### src/rtl/pipe_pkg.sv
// Shared pipeline constants: default field widths and the packed payload layout
// used by the decode-to-execute stage.
package pipe_pkg;

  localparam int DEF_XLEN     = 32;
  localparam int DEF_NUM_OPS  = 4;
  localparam int DEF_ALU_OP_W = 4;
  localparam int DEF_RD_W     = 5;

  // Flags occupy the low bits of every payload, so their positions never move
  // when operand count or widths change. Above them: rd, alu_op, then operands.
  localparam int NUM_FLAGS = 4;

  typedef enum int unsigned {
    FLAG_BRN = 0,
    FLAG_WE  = 1,
    FLAG_STR = 2,
    FLAG_LD  = 3
  } flag_pos_e;

  function automatic int payload_width(input int num_ops, input int xlen,
                                       input int alu_op_w, input int rd_w);
    return num_ops * xlen + alu_op_w + rd_w + NUM_FLAGS;
  endfunction

  localparam int PAYLOAD_W = payload_width(DEF_NUM_OPS, DEF_XLEN, DEF_ALU_OP_W, DEF_RD_W);

endpackage

### src/rtl/sat_counter.sv
// Saturating up-counter with synchronous clear; clear has priority over increment.
module sat_counter #(
  parameter int CNT_W = 32
) (
  input  logic             clk,
  input  logic             clr,
  input  logic             en,
  output logic [CNT_W-1:0] cnt
);

  logic [CNT_W-1:0] cnt_reg;
  logic [CNT_W-1:0] cnt_next;

  always_comb begin
    cnt_next = cnt_reg;
    if (clr) begin
      cnt_next = '0;
    end else if (en && (cnt_reg != {CNT_W{1'b1}})) begin
      cnt_next = cnt_reg + 1'b1;
    end
  end

  always_ff @(posedge clk) begin
    cnt_reg <= cnt_next;
  end

  assign cnt = cnt_reg;

endmodule

### src/rtl/d_ex_skid_stage.sv
// Decode-to-execute stage with valid/ready handshake and a 2-entry skid buffer.
// Optional perf counters (stall_cnt, bubble_cnt) are built when PIPE_PERF_CNT_EN is defined.
module d_ex_skid_stage
  import pipe_pkg::*;
#(
  parameter int XLEN     = DEF_XLEN,
  parameter int NUM_OPS  = DEF_NUM_OPS,
  parameter int ALU_OP_W = DEF_ALU_OP_W,
  parameter int RD_W     = DEF_RD_W
`ifdef PIPE_PERF_CNT_EN
  ,
  parameter int CNT_W    = 32
`endif
) (
  input  logic                    clk,
  input  logic                    rst,
  input  logic                    D_valid,
  output logic                    D_ready,
  input  logic [NUM_OPS*XLEN-1:0] D_ops,
  input  logic [ALU_OP_W-1:0]     D_alu_op,
  input  logic [RD_W-1:0]         D_rd,
  input  logic                    D_ld,
  input  logic                    D_str,
  input  logic                    D_we,
  input  logic                    D_brn,
  input  logic                    flush,
  output logic                    EX_valid,
  input  logic                    EX_ready,
  output logic [NUM_OPS*XLEN-1:0] EX_ops,
  output logic [ALU_OP_W-1:0]     EX_alu_op,
  output logic [RD_W-1:0]         EX_rd,
  output logic                    EX_ld,
  output logic                    EX_str,
  output logic                    EX_we,
  output logic                    EX_brn
`ifdef PIPE_PERF_CNT_EN
  ,
  output logic [CNT_W-1:0]        stall_cnt,
  output logic [CNT_W-1:0]        bubble_cnt
`endif
);

  localparam int OPS_W   = NUM_OPS * XLEN;
  localparam int SLOT_W  = payload_width(NUM_OPS, XLEN, ALU_OP_W, RD_W);
  localparam int RD_LSB  = NUM_FLAGS;
  localparam int ALU_LSB = RD_LSB + RD_W;
  localparam int OPS_LSB = ALU_LSB + ALU_OP_W;

  logic              main_valid_reg, main_valid_next;
  logic              skid_valid_reg, skid_valid_next;
  logic [SLOT_W-1:0] main_data_reg, main_data_next;
  logic [SLOT_W-1:0] skid_data_reg, skid_data_next;
  logic [SLOT_W-1:0] d_payload;
  logic [SLOT_W-1:0] ex_payload;
  logic              accept;
  logic              emit;

  always_comb begin
    d_payload                       = '0;
    d_payload[OPS_LSB +: OPS_W]     = D_ops;
    d_payload[ALU_LSB +: ALU_OP_W]  = D_alu_op;
    d_payload[RD_LSB +: RD_W]       = D_rd;
    d_payload[FLAG_LD]              = D_ld;
    d_payload[FLAG_STR]             = D_str;
    d_payload[FLAG_WE]              = D_we;
    d_payload[FLAG_BRN]             = D_brn;
  end

  // Ready depends only on state (and rst), never on EX_ready.
  assign D_ready = !skid_valid_reg && !rst;
  assign accept  = D_valid && D_ready;
  assign emit    = main_valid_reg && EX_ready;

  always_comb begin
    main_valid_next = main_valid_reg;
    main_data_next  = main_data_reg;
    skid_valid_next = skid_valid_reg;
    skid_data_next  = skid_data_reg;
    if (flush) begin
      main_valid_next = 1'b0;
      main_data_next  = '0;
      skid_valid_next = 1'b0;
      skid_data_next  = '0;
    end else if (!main_valid_reg || emit) begin
      if (skid_valid_reg) begin
        main_valid_next = 1'b1;
        main_data_next  = skid_data_reg;
      end else if (accept) begin
        main_valid_next = 1'b1;
        main_data_next  = d_payload;
      end else begin
        main_valid_next = 1'b0;
        main_data_next  = '0;
      end
      skid_valid_next = 1'b0;
      skid_data_next  = '0;
    end else if (accept) begin
      skid_valid_next = 1'b1;
      skid_data_next  = d_payload;
    end
  end

  always_ff @(posedge clk) begin
    if (rst) begin
      main_valid_reg <= 1'b0;
      main_data_reg  <= '0;
      skid_valid_reg <= 1'b0;
      skid_data_reg  <= '0;
    end else begin
      main_valid_reg <= main_valid_next;
      main_data_reg  <= main_data_next;
      skid_valid_reg <= skid_valid_next;
      skid_data_reg  <= skid_data_next;
    end
  end

  // Bubbles must look like NOPs downstream, so the payload is masked by valid.
  assign ex_payload = main_data_reg & {SLOT_W{main_valid_reg}};
  assign EX_valid   = main_valid_reg;

  genvar gi;
  generate
    for (gi = 0; gi < NUM_OPS; gi++) begin : g_ex_ops
      assign EX_ops[gi*XLEN +: XLEN] = ex_payload[OPS_LSB + gi*XLEN +: XLEN];
    end
  endgenerate

  assign EX_alu_op = ex_payload[ALU_LSB +: ALU_OP_W];
  assign EX_rd     = ex_payload[RD_LSB +: RD_W];
  assign EX_ld     = ex_payload[FLAG_LD];
  assign EX_str    = ex_payload[FLAG_STR];
  assign EX_we     = ex_payload[FLAG_WE];
  assign EX_brn    = ex_payload[FLAG_BRN];

`ifdef PIPE_PERF_CNT_EN
  logic stall_en;
  logic bubble_en;

  assign stall_en  = main_valid_reg && !EX_ready;
  assign bubble_en = !main_valid_reg;

  sat_counter #(.CNT_W(CNT_W)) u_stall_cnt (
    .clk (clk),
    .clr (rst),
    .en  (stall_en),
    .cnt (stall_cnt)
  );

  sat_counter #(.CNT_W(CNT_W)) u_bubble_cnt (
    .clk (clk),
    .clr (rst),
    .en  (bubble_en),
    .cnt (bubble_cnt)
  );
`endif

endmodule
### config.mk
export PLATFORM = sky130hd
export DESIGN_NAME = d_ex_skid_stage
export DESIGN_NICKNAME = d
export VERILOG_FILES = /design/src/rtl/pipe_pkg.sv /design/src/rtl/sat_counter.sv /design/src/rtl/d_ex_skid_stage.sv
export SDC_FILE = /design/constraint.sdc
export NUM_CORES = 1
export LEC_CHECK = 0
export CAP_MARGIN = 20
export CORE_MARGIN = 4
export CORE_UTILIZATION = 53
export DETAILED_ROUTE_END_ITERATION = 16
export HOLD_SLACK_MARGIN = 0.06
export PLACE_DENSITY = 0.82
export SLEW_MARGIN = 20
export SYNTH_ARGS = -nofsm -noshare
export SYNTH_HDL_FRONTEND = slang
export SYNTH_SLANG_ARGS = --single-unit
### constraint.sdc
create_clock -name clk -period 2.2 [get_ports clk]
set_input_delay 0.44 -clock clk [delete_from_list [all_inputs] [get_ports clk]]
set_output_delay 0.44 -clock clk [all_outputs]
set_load 0.02 [all_outputs]
# Yosys cells after proc, flatten, opt, wreduce, memory -nomap -nowiden
# Index checks and enable logic that the tools add are counted.
# totals
regBits	284
inputBits	146
output_inout_bits	143
wordCells	18
# classes
mux	4
n_bitwise	1
n_reduce_logical	9
# op_table
op	n
141-bit 2-to-1 mux	2
141-bit AND	1
1-bit logical AND	3
1-bit logical NOT	3
3-bit OR reduction	1
1-bit 2-to-1 mux	2
2-bit OR reduction	1
1-bit logical OR	1

# Longest topological paths before layout
# logic_depth
ltp_word	5
ltp_mapped	7
depth_no_buf	3

# Worst setup path before layout
# OpenSTA, ideal clock, no wires.
# synth_timing
path_kind	register to output
from	register main_valid_reg (netlist: EX_valid)
to	output EX_ops[100]
t_arrival_ps	1336
required_time_ps	1760
setup_slack_ps	424
path_stages_with_launch	5
path_buffers	3
path_cell_list	dfxtp_1 clkbuf_2 clkbuf_1 clkbuf_1 and2_1
# synth_via
elab_chain_len	1
# synth_lines
item	line_no	text
from (decl)	d_ex_skid_stage.sv:49	logic main_valid_reg, main_valid_next;
from (signal assigned)	d_ex_skid_stage.sv:110	main_valid_reg <= main_valid_next;
141-bit AND	d_ex_skid_stage.sv:118	assign ex_payload = main_data_reg & {SLOT_W{main_valid_reg}};
to (decl)	d_ex_skid_stage.sv:29	output logic [NUM_OPS*XLEN-1:0] EX_ops,
# No other way between the ends.

# Worst setup path in the final report
# layout_timing
from	register main_valid_reg (netlist: EX_valid)
to	output EX_ops[97]
# The elaborated chain is that of the path after synthesis.

==> impl_metrics.sql <==
INSERT INTO impl_metrics (metric_group, metric, value, unit) VALUES
('critical_path', 'critical_path.endpoint_type', 'primary output', ''),
('cells_and_area', 'multi_input_area', '4860', 'µm²'),
('cells_and_area', 'design.final.nets', '1777', ''),
('placement', 'hpwl', '20.6', 'mm'),
('sta', 'timing.hold.ws', '0.452', 'ns'),
('die', 'rows', '52', ''),
('grt', 'grt.total_usage', '26.6', '%'),
('power', 'max-vdd-ir-drop', '0.485', 'mV'),
('sta', 'timing.final.setup_violations', '0', ''),
('power', 'power.share.combinational', '7.9', '%'),
('synth', 'synth_sequential_area_ratio', '51.2', '%'),
('drt', 'drtAntennaViolNets', '0', ''),
('drt', 'drt-vias-per-instance', '5.61', ''),
('sta', 'layout_worst_path_cycle_share', '98.2', '%'),
('clock_network', 'clock_tree.htree_level_count', '1', ''),
('synth', 'synth_cell_types', '19', ''),
('die', 'placeableCoreArea', '20400', 'µm²'),
('die', 'start_util', '54.3', '%'),
('placement', 'place_inst', '1871', ''),
('synth', 'top_area_cell_type_share_of_the_netlist_area', '51.2', '%'),
('die', 'io_pins', '289', ''),
('drt', 'route.vias.total', '10802', ''),
('cells_and_area', 'syn2layout_area_growth', '35.1', '%'),
('sta', 'setup_ws', '0.0402', 'ns'),
('clock_network', 'cts.sinks', '284', ''),
('synth', 'ys_top_cells_by_count', 'sky130_fd_sc_hd__a21oi_1 (423), sky130_fd_sc_hd__dfxtp_1 (284), sky130_fd_sc_hd__nand2_1 (282), sky130_fd_sc_hd__and2_1 (141), sky130_fd_sc_hd__o21ai_0 (141)', ''),
('sta', 'slew_headroom', '55.5', '%'),
('drt', 'drt_first_pass_iters', '5', ''),
('drt', 'detail_route.iter0.violations', '763', ''),
('cells_and_area', 'final_layout_size_suffix_gt1_share', '4.90', '%'),
('power', 'power_switching_share', '22.5', '%'),
('critical_path', 'critical_path_class', 'flip-flop to primary output', ''),
('power', 'internal-power', '8.27', 'mW'),
('critical_path', 'worst_setup_path_start_kind', 'flip-flop', ''),
('synth', 'synth-edff-count', '0', ''),
('drt', 'wl', '33.2', 'mm'),
('grt', 'grt_start_max_net_pins', '137', ''),
('hold_path', 'hold_path.class', 'flip-flop to flip-flop', ''),
('clock_network', 'cts_tree', 'done', ''),
('clock_network', 'clock_tree.buffer_depth', '3', ''),
('die', 'die_area', '23300', 'µm²'),
('power', 'switchingPower', '2.41', 'mW'),
('critical_path', 'cp_data_required_time', '1.76', 'ns'),
('clock_network', 'ctsRootBufferMaster', 'sky130_fd_sc_hd__clkbuf_16', ''),
('synth', 'post_synth_instance_area', '11100', 'µm²'),
('power', 'clkPwrFrac', '43.0', '%'),
('cells_and_area', 'fillers', '1582', ''),
('sta', 'final_max_slew_viol_count', '0', ''),
('power', 'power.total', '10.7', 'mW'),
('job', 'drv.max_cap_violation_count', '0', ''),
('critical_path', 'critical_path_arrival', '1.72', 'ns'),
('sta', 'achievable-frequency', '463', 'MHz'),
('synth', 'synth-async-reset-ratio', '0', '%'),
('sta', 'min_period', '2.16', 'ns'),
('clock_network', 'cts_made_buffers', '28', ''),
('die', 'floorplan.die.width', '153', 'µm'),
('synth', 'syn-instance-count', '1405', ''),
('synth', 'post-synth-top-count-cell', 'sky130_fd_sc_hd__a21oi_1', ''),
('placement', 'placement.setup.worst_slack', '0.0983', 'ns'),
('grt', 'global_route_wire_length_before_repair', '53.1', 'mm'),
('drt', 'post_drt_wl_per_cell', '17.2', 'µm'),
('sta', 'worstMarginPinSlew', '0.668', 'ns'),
('clock_network', 'post-cts-setup-buffer-count', '0', ''),
('synth', 'postSynthAreaPerCell', '7.90', 'µm²'),
('synth', 'synth_top_area_cell', 'sky130_fd_sc_hd__dfxtp_1', ''),
('synth', 'mappedNetlistNets', '1551', ''),
('status', 'outcome', 'complete, no violations', ''),
('power', 'p_leak', '5.78', 'nW'),
('grt', 'grt_antenna_before_repair', '2', ''),
('drt', 'drc', '0', ''),
('clock_network', 'cts.hold.buffers_added', '0', '');
-- power groups by stage --
stage | Sequential (mW) | Clock (mW) | Combinational (mW)
final | 5.25 | 4.59 | 0.847
after global routing | 5.25 | 4.86 | 0.919
after CTS | 5.25 | 4.65 | 0.845
after detailed placement | 5.36 | 0 | 0.848
after global placement | 5.36 | 0 | 0.842
after floorplan | 5.35 | 0 | 0.396
-- metal layers --
layer | vias up | track usage [%] | routed length (µm) | share of wire [%]
li1 | 5162 | - | - | -
met1 | 5076 | 33.9 | 13600 | 41
met2 | 482 | 45.4 | 16100 | 49
met3 | 82 | 3.95 | 2160 | 6.5
met4 | 0 | 11.0 | 1310 | 3.9
met5 | - | 0 | 0 | 0
-- placed cells by master, fill, tap and decap left out --
cell	n
sky130_fd_sc_hd__clkbuf_8	7
sky130_fd_sc_hd__nor2b_4	1
sky130_fd_sc_hd__a21boi_0	1
sky130_fd_sc_hd__o21ai_0	141
sky130_fd_sc_hd__clkdlybuf4s50_1	146
sky130_fd_sc_hd__and2_1	141
sky130_fd_sc_hd__dfxtp_1	282
sky130_fd_sc_hd__clkbuf_16	29
sky130_fd_sc_hd__nand2b_4	1
sky130_fd_sc_hd__or3b_4	1
sky130_fd_sc_hd__buf_12	21
sky130_fd_sc_hd__dlygate4sd2_1	137
sky130_fd_sc_hd__clkinvlp_4	1
sky130_fd_sc_hd__a21oi_1	423
sky130_fd_sc_hd__diode_2	2
sky130_fd_sc_hd__clkinv_2	4
sky130_fd_sc_hd__nor2_4	1
sky130_fd_sc_hd__clkdlybuf4s15_1	5
sky130_fd_sc_hd__dfxtp_4	2
sky130_fd_sc_hd__nand2_1	282
sky130_fd_sc_hd__clkbuf_1	10
sky130_fd_sc_hd__nor3b_4	1
sky130_fd_sc_hd__nand2_4	1
sky130_fd_sc_hd__nor2_1	3
sky130_fd_sc_hd__buf_4	11
-- worst max-delay path: stages, from the launching register on --
cell,delay [ns]
sky130_fd_sc_hd__dfxtp_4,0.41
sky130_fd_sc_hd__buf_12,0.21
sky130_fd_sc_hd__and2_1,0.16
sky130_fd_sc_hd__dlygate4sd2_1,0.38
-- through the flow --
| stage | area (µm²) | utilization (%) | setup TNS [ns] |
|---|---|---|---|
| after global routing | 15000 | 73.4 | -0.00129 |
| after detailed placement | 14300 | 69.9 | 0 |
| after floorplan | 11100 | - | 0 |
| final | 15000 | 73.4 | 0 |
| after global placement | 14300 | 69.9 | 0 |
| after CTS | 15000 | 73.4 | 0 |
-- timing repair --
action,in CTS,in global routing
setup endpoints to repair,142,5
gates resized for setup,142,5
cloned,0,0
-- kinds of logic (layout without fill, tap and decap cells) --
| group | count (synthesis) | count (layout) | share of synthesized area (%) |
|---|---|---|---|
| AOI/OAI and AO/OA | 565 | 565 | 25.5 |
| buffers and inverters | 124 | 371 | 5.28 |
| DFF | 284 | 284 | 51.2 |
| other | 0 | 2 | 0 |
| and+or+nand+nor | 432 | 432 | 18.0 |
-- worst paths after layout --
path	from	to	slack [ns]	depth (start not counted)
worst min register to register	skid_data_reg[125]	skid_data_reg[125]	0.45	2
worst max register to register	EX_valid	skid_data_reg[89]	0.48	5
worst min-delay path	skid_data_reg[125]	skid_data_reg[125]	0.45	2
worst max-delay path	EX_valid	EX_ops[97]	0.04	3
-- layout make-up --
cell class / instances / share of cell area (%)
sequential: 284 / 38.0
multi-input combinational: 997 / 32.4
timing repair buffer: 320 / 21.4
clock buffer: 46 / 5.73
tap: 270 / 2.25
clock inverter: 5 / 0.184
antenna: 2 / 0.0334
Note: power is estimated with default switching activity, not from simulation.
